File: config.mk
export PLATFORM = sky130hd
export DESIGN_NAME = axi4_wr_responder_addr_step_flat
export DESIGN_NICKNAME = d
export VERILOG_FILES = /design/src/rtl/axi4_wr_responder_addr_step_if.sv /design/src/rtl/axi4_wr_responder_addr_step.sv /design/src/flat_wrapper.sv
export SDC_FILE = /design/constraint.sdc
export NUM_CORES = 1
export LEC_CHECK = 0
export ABC_CLOCK_PERIOD_IN_PS = 1500
export BUFFER_PORTS_ARGS = -buffer_cell sky130_fd_sc_hd__buf_2
export CAP_MARGIN = 20
export CORE_AREA = 2 2 142 144
export CTS_BUF_LIST = sky130_fd_sc_hd__clkbuf_8
export DETAILED_ROUTE_END_ITERATION = 7
export DIE_AREA = 0 0 144 146
export SYNTH_ARGS = -nofsm -noshare
export SYNTH_HDL_FRONTEND = slang
export SYNTH_SLANG_ARGS = --single-unit
File: constraint.sdc
create_clock -name clock -period 1.5 [get_ports clock]
set_input_delay 0.075 -clock clock [delete_from_list [all_inputs] [get_ports clock]]
set_output_delay 0.075 -clock clock [all_outputs]
set_load 0.01 [all_outputs]
File: src/rtl/axi4_wr_responder_addr_step_if.sv
// AXI4 interface carrying the write channels plus the read-channel handshake
// outputs that this write-only responder holds inactive.
interface axi_inf #(
   parameter int DSIZE = 128
) ();
   logic [3:0]         awid;
   logic [31:0]        awaddr;
   logic [7:0]         awlen;
   logic [1:0]         awburst;
   logic               awvalid;
   logic               awready;
   logic [DSIZE-1:0]   wdata;
   logic [DSIZE/8-1:0] wstrb;
   logic               wlast;
   logic               wvalid;
   logic               wready;
   logic [3:0]         bid;
   logic [1:0]         bresp;
   logic               bvalid;
   logic               bready;
   logic               arready;
   logic               rvalid;

   modport slaver (
      input  awid, awaddr, awlen, awburst, awvalid,
      input  wdata, wstrb, wlast, wvalid,
      input  bready,
      output awready, wready, bid, bresp, bvalid,
      output arready, rvalid
   );
endinterface

File: src/rtl/axi4_wr_responder_addr_step.sv
// AXI4 write responder: one burst at a time, each W beat written straight to a
// word-addressed memory in the handshake cycle; AXI addresses are scaled down by SLAVER_ADDR_STEP.
module axi4_wr_responder_addr_step #(
   parameter int SLAVER_ADDR_STEP = 8,
   parameter int MEM_ASIZE        = 16,
   parameter int DSIZE            = 128
) (
   input  logic                 clock,
   input  logic                 rst_n,
   axi_inf.slaver               slaver_inf,
   output logic                 mem_we,
   output logic [MEM_ASIZE-1:0] mem_addr,
   output logic [DSIZE-1:0]     mem_wdata,
   output logic [DSIZE/8-1:0]   mem_wstrb,
   input  logic                 mem_ready
);
   localparam int STEP_SHIFT = $clog2(SLAVER_ADDR_STEP);

   typedef enum logic [1:0] {IDLE, DATA, RESP} state_t;

   state_t               state_q, state_d;
   logic [3:0]           id_q, id_d;
   logic [7:0]           len_q, len_d;
   logic [1:0]           burst_q, burst_d;
   logic [MEM_ASIZE-1:0] addr_q, addr_d;
   logic [7:0]           beat_q, beat_d;
   logic                 err_q, err_d;
   logic                 beat_hs;
   logic                 burst_end;

   assign beat_hs   = (state_q == DATA) && slaver_inf.wvalid && mem_ready;
   assign burst_end = (beat_q == len_q) || slaver_inf.wlast;

   always_ff @(posedge clock or negedge rst_n) begin
      if (!rst_n) begin
         state_q <= IDLE;
         id_q    <= '0;
         len_q   <= '0;
         burst_q <= '0;
         addr_q  <= '0;
         beat_q  <= '0;
         err_q   <= 1'b0;
      end else begin
         state_q <= state_d;
         id_q    <= id_d;
         len_q   <= len_d;
         burst_q <= burst_d;
         addr_q  <= addr_d;
         beat_q  <= beat_d;
         err_q   <= err_d;
      end
   end

   always_comb begin
      state_d = state_q;
      id_d    = id_q;
      len_d   = len_q;
      burst_d = burst_q;
      addr_d  = addr_q;
      beat_d  = beat_q;
      err_d   = err_q;
      unique case (state_q)
         IDLE: begin
            if (slaver_inf.awvalid) begin
               id_d    = slaver_inf.awid;
               len_d   = slaver_inf.awlen;
               burst_d = slaver_inf.awburst;
               addr_d  = MEM_ASIZE'(slaver_inf.awaddr >> STEP_SHIFT);
               beat_d  = '0;
               // WRAP and reserved bursts are drained without writing
               err_d   = slaver_inf.awburst[1];
               state_d = DATA;
            end
         end
         DATA: begin
            if (beat_hs) begin
               beat_d = beat_q + 8'd1;
               if (burst_q != 2'b00) addr_d = addr_q + 1'b1;
               // wlast must coincide exactly with the awlen-th beat
               if (slaver_inf.wlast != (beat_q == len_q)) err_d = 1'b1;
               if (burst_end) state_d = RESP;
            end
         end
         RESP: begin
            if (slaver_inf.bready) state_d = IDLE;
         end
         default: state_d = IDLE;
      endcase
   end

   always_comb begin
      slaver_inf.awready = 1'b0;
      slaver_inf.wready  = 1'b0;
      slaver_inf.bvalid  = 1'b0;
      slaver_inf.bid     = id_q;
      slaver_inf.bresp   = 2'b00;
      slaver_inf.arready = 1'b0;
      slaver_inf.rvalid  = 1'b0;
      mem_we             = 1'b0;
      mem_addr           = '0;
      mem_wdata          = '0;
      mem_wstrb          = '0;
      unique case (state_q)
         IDLE: slaver_inf.awready = 1'b1;
         DATA: begin
            slaver_inf.wready = mem_ready;
            mem_we            = beat_hs && !err_q;
            mem_addr          = addr_q;
            mem_wdata         = slaver_inf.wdata;
            mem_wstrb         = slaver_inf.wstrb;
         end
         RESP: begin
            slaver_inf.bvalid = 1'b1;
            slaver_inf.bresp  = err_q ? 2'b10 : 2'b00;
         end
         default: ;
      endcase
   end
endmodule

File: src/flat_wrapper.sv
// flat-port wrapper written by rule: the top's interface ports become plain ports
module axi4_wr_responder_addr_step_flat 
#(
   parameter int SLAVER_ADDR_STEP = 8,
   parameter int MEM_ASIZE        = 16,
   parameter int DSIZE            = 128
)
  (clock, rst_n, mem_we, mem_addr, mem_wdata, mem_wstrb, mem_ready, slaver_inf_awid, slaver_inf_awaddr, slaver_inf_awlen, slaver_inf_awburst, slaver_inf_awvalid, slaver_inf_wdata, slaver_inf_wstrb, slaver_inf_wlast, slaver_inf_wvalid, slaver_inf_bready, slaver_inf_awready, slaver_inf_wready, slaver_inf_bid, slaver_inf_bresp, slaver_inf_bvalid, slaver_inf_arready, slaver_inf_rvalid);
  axi_inf #(.DSIZE(DSIZE)) slaver_inf_i ();
  input  logic clock;
  input  logic rst_n;
  output logic mem_we;
  output logic [MEM_ASIZE-1:0] mem_addr;
  output logic [DSIZE-1:0] mem_wdata;
  output logic [DSIZE/8-1:0] mem_wstrb;
  input  logic mem_ready;
  input wire logic [$bits(slaver_inf_i.awid)-1:0] slaver_inf_awid;
  input wire logic [$bits(slaver_inf_i.awaddr)-1:0] slaver_inf_awaddr;
  input wire logic [$bits(slaver_inf_i.awlen)-1:0] slaver_inf_awlen;
  input wire logic [$bits(slaver_inf_i.awburst)-1:0] slaver_inf_awburst;
  input wire logic [$bits(slaver_inf_i.awvalid)-1:0] slaver_inf_awvalid;
  input wire logic [$bits(slaver_inf_i.wdata)-1:0] slaver_inf_wdata;
  input wire logic [$bits(slaver_inf_i.wstrb)-1:0] slaver_inf_wstrb;
  input wire logic [$bits(slaver_inf_i.wlast)-1:0] slaver_inf_wlast;
  input wire logic [$bits(slaver_inf_i.wvalid)-1:0] slaver_inf_wvalid;
  input wire logic [$bits(slaver_inf_i.bready)-1:0] slaver_inf_bready;
  output wire logic [$bits(slaver_inf_i.awready)-1:0] slaver_inf_awready;
  output wire logic [$bits(slaver_inf_i.wready)-1:0] slaver_inf_wready;
  output wire logic [$bits(slaver_inf_i.bid)-1:0] slaver_inf_bid;
  output wire logic [$bits(slaver_inf_i.bresp)-1:0] slaver_inf_bresp;
  output wire logic [$bits(slaver_inf_i.bvalid)-1:0] slaver_inf_bvalid;
  output wire logic [$bits(slaver_inf_i.arready)-1:0] slaver_inf_arready;
  output wire logic [$bits(slaver_inf_i.rvalid)-1:0] slaver_inf_rvalid;
  assign slaver_inf_i.awid = slaver_inf_awid;
  assign slaver_inf_i.awaddr = slaver_inf_awaddr;
  assign slaver_inf_i.awlen = slaver_inf_awlen;
  assign slaver_inf_i.awburst = slaver_inf_awburst;
  assign slaver_inf_i.awvalid = slaver_inf_awvalid;
  assign slaver_inf_i.wdata = slaver_inf_wdata;
  assign slaver_inf_i.wstrb = slaver_inf_wstrb;
  assign slaver_inf_i.wlast = slaver_inf_wlast;
  assign slaver_inf_i.wvalid = slaver_inf_wvalid;
  assign slaver_inf_i.bready = slaver_inf_bready;
  assign slaver_inf_awready = slaver_inf_i.awready;
  assign slaver_inf_wready = slaver_inf_i.wready;
  assign slaver_inf_bid = slaver_inf_i.bid;
  assign slaver_inf_bresp = slaver_inf_i.bresp;
  assign slaver_inf_bvalid = slaver_inf_i.bvalid;
  assign slaver_inf_arready = slaver_inf_i.arready;
  assign slaver_inf_rvalid = slaver_inf_i.rvalid;
  axi4_wr_responder_addr_step #(.SLAVER_ADDR_STEP(SLAVER_ADDR_STEP), .MEM_ASIZE(MEM_ASIZE), .DSIZE(DSIZE)) u_core (.clock(clock), .rst_n(rst_n), .slaver_inf(slaver_inf_i), .mem_we(mem_we), .mem_addr(mem_addr), .mem_wdata(mem_wdata), .mem_wstrb(mem_wstrb), .mem_ready(mem_ready));
endmodule
==> impl_metrics.json <==
{
  "outcome": "complete, but fails checks",
  "violations": "negative setup slack",
  "ys_warn_count": 0,
  "cp-end-kind": "register",
  "total_power_mw": 10.0,
  "async_reset_ff_share_pct": 100,
  "hold_path_class": "input pin to register",
  "fin_skew_ps": 3.66,
  "dieArea_mm2": 0.0210,
  "drc": 0,
  "dr_total_vias": 4685,
  "wl_per_cell_um": 17.6,
  "yosysMostFrequentCell": "and2_1",
  "synth_adder_area_share_pct": 1.11,
  "critPathMaxFanout": 7,
  "drv_slew": 0,
  "die_x_um": 144,
  "yosys.area.top_type": "dfrtp_1",
  "postLayoutSetupSlackWorst_ps": -254,
  "routed_wl_um": 19700,
  "rows": 51,
  "hold_viol": 0,
  "synth_top_family_by_area": "simple AND/OR/NAND/NOR gates",
  "synthTopCellsByArea": "dfrtp_1 (30%), and2_1 (30%), nand2_1 (5.9%), xor2_1 (3.6%), clkbuf_1 (2.8%)",
  "first_pass_iters": 4,
  "synth_cell_types": 47,
  "initial_core_util_pct": 17.5,
  "rsz0062_at_grt": "yes",
  "cts_buffers": 5,
  "synth_area_mm2": 0.00337,
  "port_buffers": 349,
  "setup_tns_ps": -30970,
  "setup_violations": 185,
  "clkLatencyLatePin_ps": 300,
  "place_hpwl_um": 14900,
  "synth_xor_area_share_pct": 3.63,
  "grt_max_degree": 34,
  "final_core_util_pct": 36.6,
  "worstSetupPathType": "register to register",
  "fin_crit_ps": 1750,
  "grt_remaining_overflow": 0,
  "ys_ff_latch": 41,
  "ys_seq_area_share_pct": 30.4,
  "critPathMaxStageDelay_ps": 440,
  "fin_cells": 1118,
  "io_pins": 369,
  "post-place-ws_ps": -184,
  "critical_path_buf_inv_count": 3,
  "critical_path.cell_chain": "buf_4, or3b_4, a22oi_2, buf_6, buf_12, nand4_1, o221a_2",
  "drtIter0Drc": 176,
  "cap_violations": 0,
  "startpoint_type": "register",
  "p_leak_nw": 3.75,
  "grt_pass1_vias": 4616,
  "peakVddDrop_uv": 706,
  "yosysTopAreaCellShare_pct": 30.4,
  "required_ps": 1690,
  "post-route-period-util_pct": 117,
  "synth_compound_area_share_pct": 12.8,
  "place.gp.congestion": 0.891,
  "power_density_mw_per_mm2": 1410,
  "via_per_inst": 4.19,
  "crit_arrival_ps": 1950,
  "synthCells": 431,
  "yosys.area_share.simple_pct": 46.0,
  "synthToLayoutAreaGrowth_pct": 110,
  "synth.top_cells.by_count": "and2_1 (163), nand2_1 (53), dfrtp_1 (41)",
  "synth.mux.area_fraction_pct": 0.297,
  "drive_above_1_share_pct": 61.5,
  "synth_edf_count": 0,
  "cts_root_buf": "clkbuf_8",
  "clockBufferDepth": 2,
  "avgSynthCellArea_um2": 7.83,
  "track_usage_pct": 17.0,
  "grt_pass1_wl_um": 27500,
  "clkTransAtPathRegs_ps": 80,
  "dp.cells": 1061,
  "h-tree-depth": 2,
  "core_region_area_mm2": 0.0193,
  "yosys_most_used_dff": "dfrtp_1",
  "slowest_stage": "or3b_4",
  "max_freq_ghz": 0.570,
  "cts_num_sinks": 41,
  "antenna_found_initial": 11,
  "crit_family": "simple AND/OR/NAND/NOR gates",
  "ant_nets": 0,
  "die_y_um": 146,
  "final_nets": 1045,
  "cts_tree": "done"
}
[report_power, final]
| part | switching (mW) | leakage, nW | internal, mW |
|---|---|---|---|
| Clock | 0.399 | 0.0626 | 0.536 |
| Combinational | 3.33 | 3.19 | 3.81 |
| Sequential | 0.361 | 0.501 | 1.57 |
| Total | 4.08 | 3.75 | 5.91 |
[routing by layer]
layer  part of all wire [%]  global-route usage [%]  vias up
met5                  0.066                       0        -
met4                    1.1                    2.35        2
met3                    7.9                    4.57       19
met2                     50                    29.2      211
met1                     41                    21.7     2202
li1                       -                       -     2251
[state kept, by name, indices dropped and copies added (netlist names)]
signal                 cells
u_core.err_q               1
u_core.addr_q             16
u_core.burst_q             2
u_core.beat_q              8
u_core.state_q             2
u_core.slaver_inf.bid      4
u_core.len_q               8
[worst paths after layout]
| check | from | end | slack [ps] | cells after the start |
|---|---|---|---|---|
| max reg2reg | u_core.state_q[1]$_DFFE_PN0P_ | u_core.addr_q[14]$_DFFE_PN0P_ | -250 | 7 |
| min reg2reg | u_core.slaver_inf.bid[3]$_DFFE_PN0P_ | u_core.slaver_inf.bid[3]$_DFFE_PN0P_ | 470 | 2 |
| min in group asynchronous | rst_n | u_core.slaver_inf.bid[2]$_DFFE_PN0P_ | 100 | 2 |
| min | slaver_inf_awlen[6] | u_core.len_q[6]$_DFFE_PN0P_ | 2 | 3 |
| max in group asynchronous | rst_n | u_core.addr_q[7]$_DFFE_PN0P_ | 920 | 3 |
| max | u_core.state_q[1]$_DFFE_PN0P_ | u_core.addr_q[14]$_DFFE_PN0P_ | -250 | 7 |
[layout by cell type (no fill, tap or decap), types with 3 or more instances in the layout]
cell type,Yosys,final
buf_6,3,71
nand2_1,53,50
dlygate4sd3_1,0,12
and2_4,0,48
inv_1,6,5
and3_1,6,6
xor2_1,14,14
a21oi_2,1,6
a21oi_1,8,3
a2bb2oi_2,3,3
o21ai_0,9,3
o22a_1,3,3
buf_2,2,285
conb_1,1,3
and4_1,5,5
o21ai_1,1,4
dfrtp_1,41,41
nor2_2,2,3
and2_1,163,115
o21ai_2,0,3
clkbuf_8,0,6
o211ai_1,4,4
nand3_1,6,5
buf_12,0,8
buf_16,0,4
nand4_1,6,6
o22ai_1,5,5
clkbuf_16,0,4
nor2_1,23,20
diode_2,0,7
buf_4,4,54
a2bb2oi_1,3,3
a22oi_1,3,3
[kinds of logic after synthesis]
kind of cell / count (synthesis)
AO/OA/AOI/OAI: 56
XOR/XNOR: 14
adder cells (fa/ha/maj): 3
buffers and inverters: 40
flip-flops: 41
multiplexers: 1
other: 1
AND/OR/NAND/NOR: 275
[final cells by class]
cell class	count	area, µm²
diodes	7	17.5
inverters	6	22.5
flip-flops and latches	41	1030
clock inverters	2	33.8
repair buffers	438	3120
fillers	2020	12300
clock buffers	6	82.6
well taps	265	332
multi-input cells	353	2430
[stage by stage]
stage | hold WS, ps | cell area (µm²)
CTS | 0.281 | 6680
global route | 5.19 | 7060
finish | 1.74 | 7070
detailed placement | -109 | 5740
floorplan | -221 | 3390
global placement | -107 | 5740
[what timing repair did]
| action | CTS | global route |
|---|---|---|
| hold endpoints to repair | 51 | 1 |
| gates resized for setup | 125 | 71 |
| pin swaps | 30 | 20 |
| buffers inserted | 16 | 8 |
| gates cloned | 5 | 5 |
| hold buffers | 11 | 1 |
| setup endpoints to repair | 180 | 204 |
[worst register-to-register path, delay by kind of cell, from the launching register on]
kind / cells / cell delay [ps]
AO/OA/AOI/OAI: 2 / 310
buffers and inverters: 3 / 420
flip-flops: 1 / 410
AND/OR/NAND/NOR: 2 / 510
No activity file was read; power rests on OpenSTA's default activity.
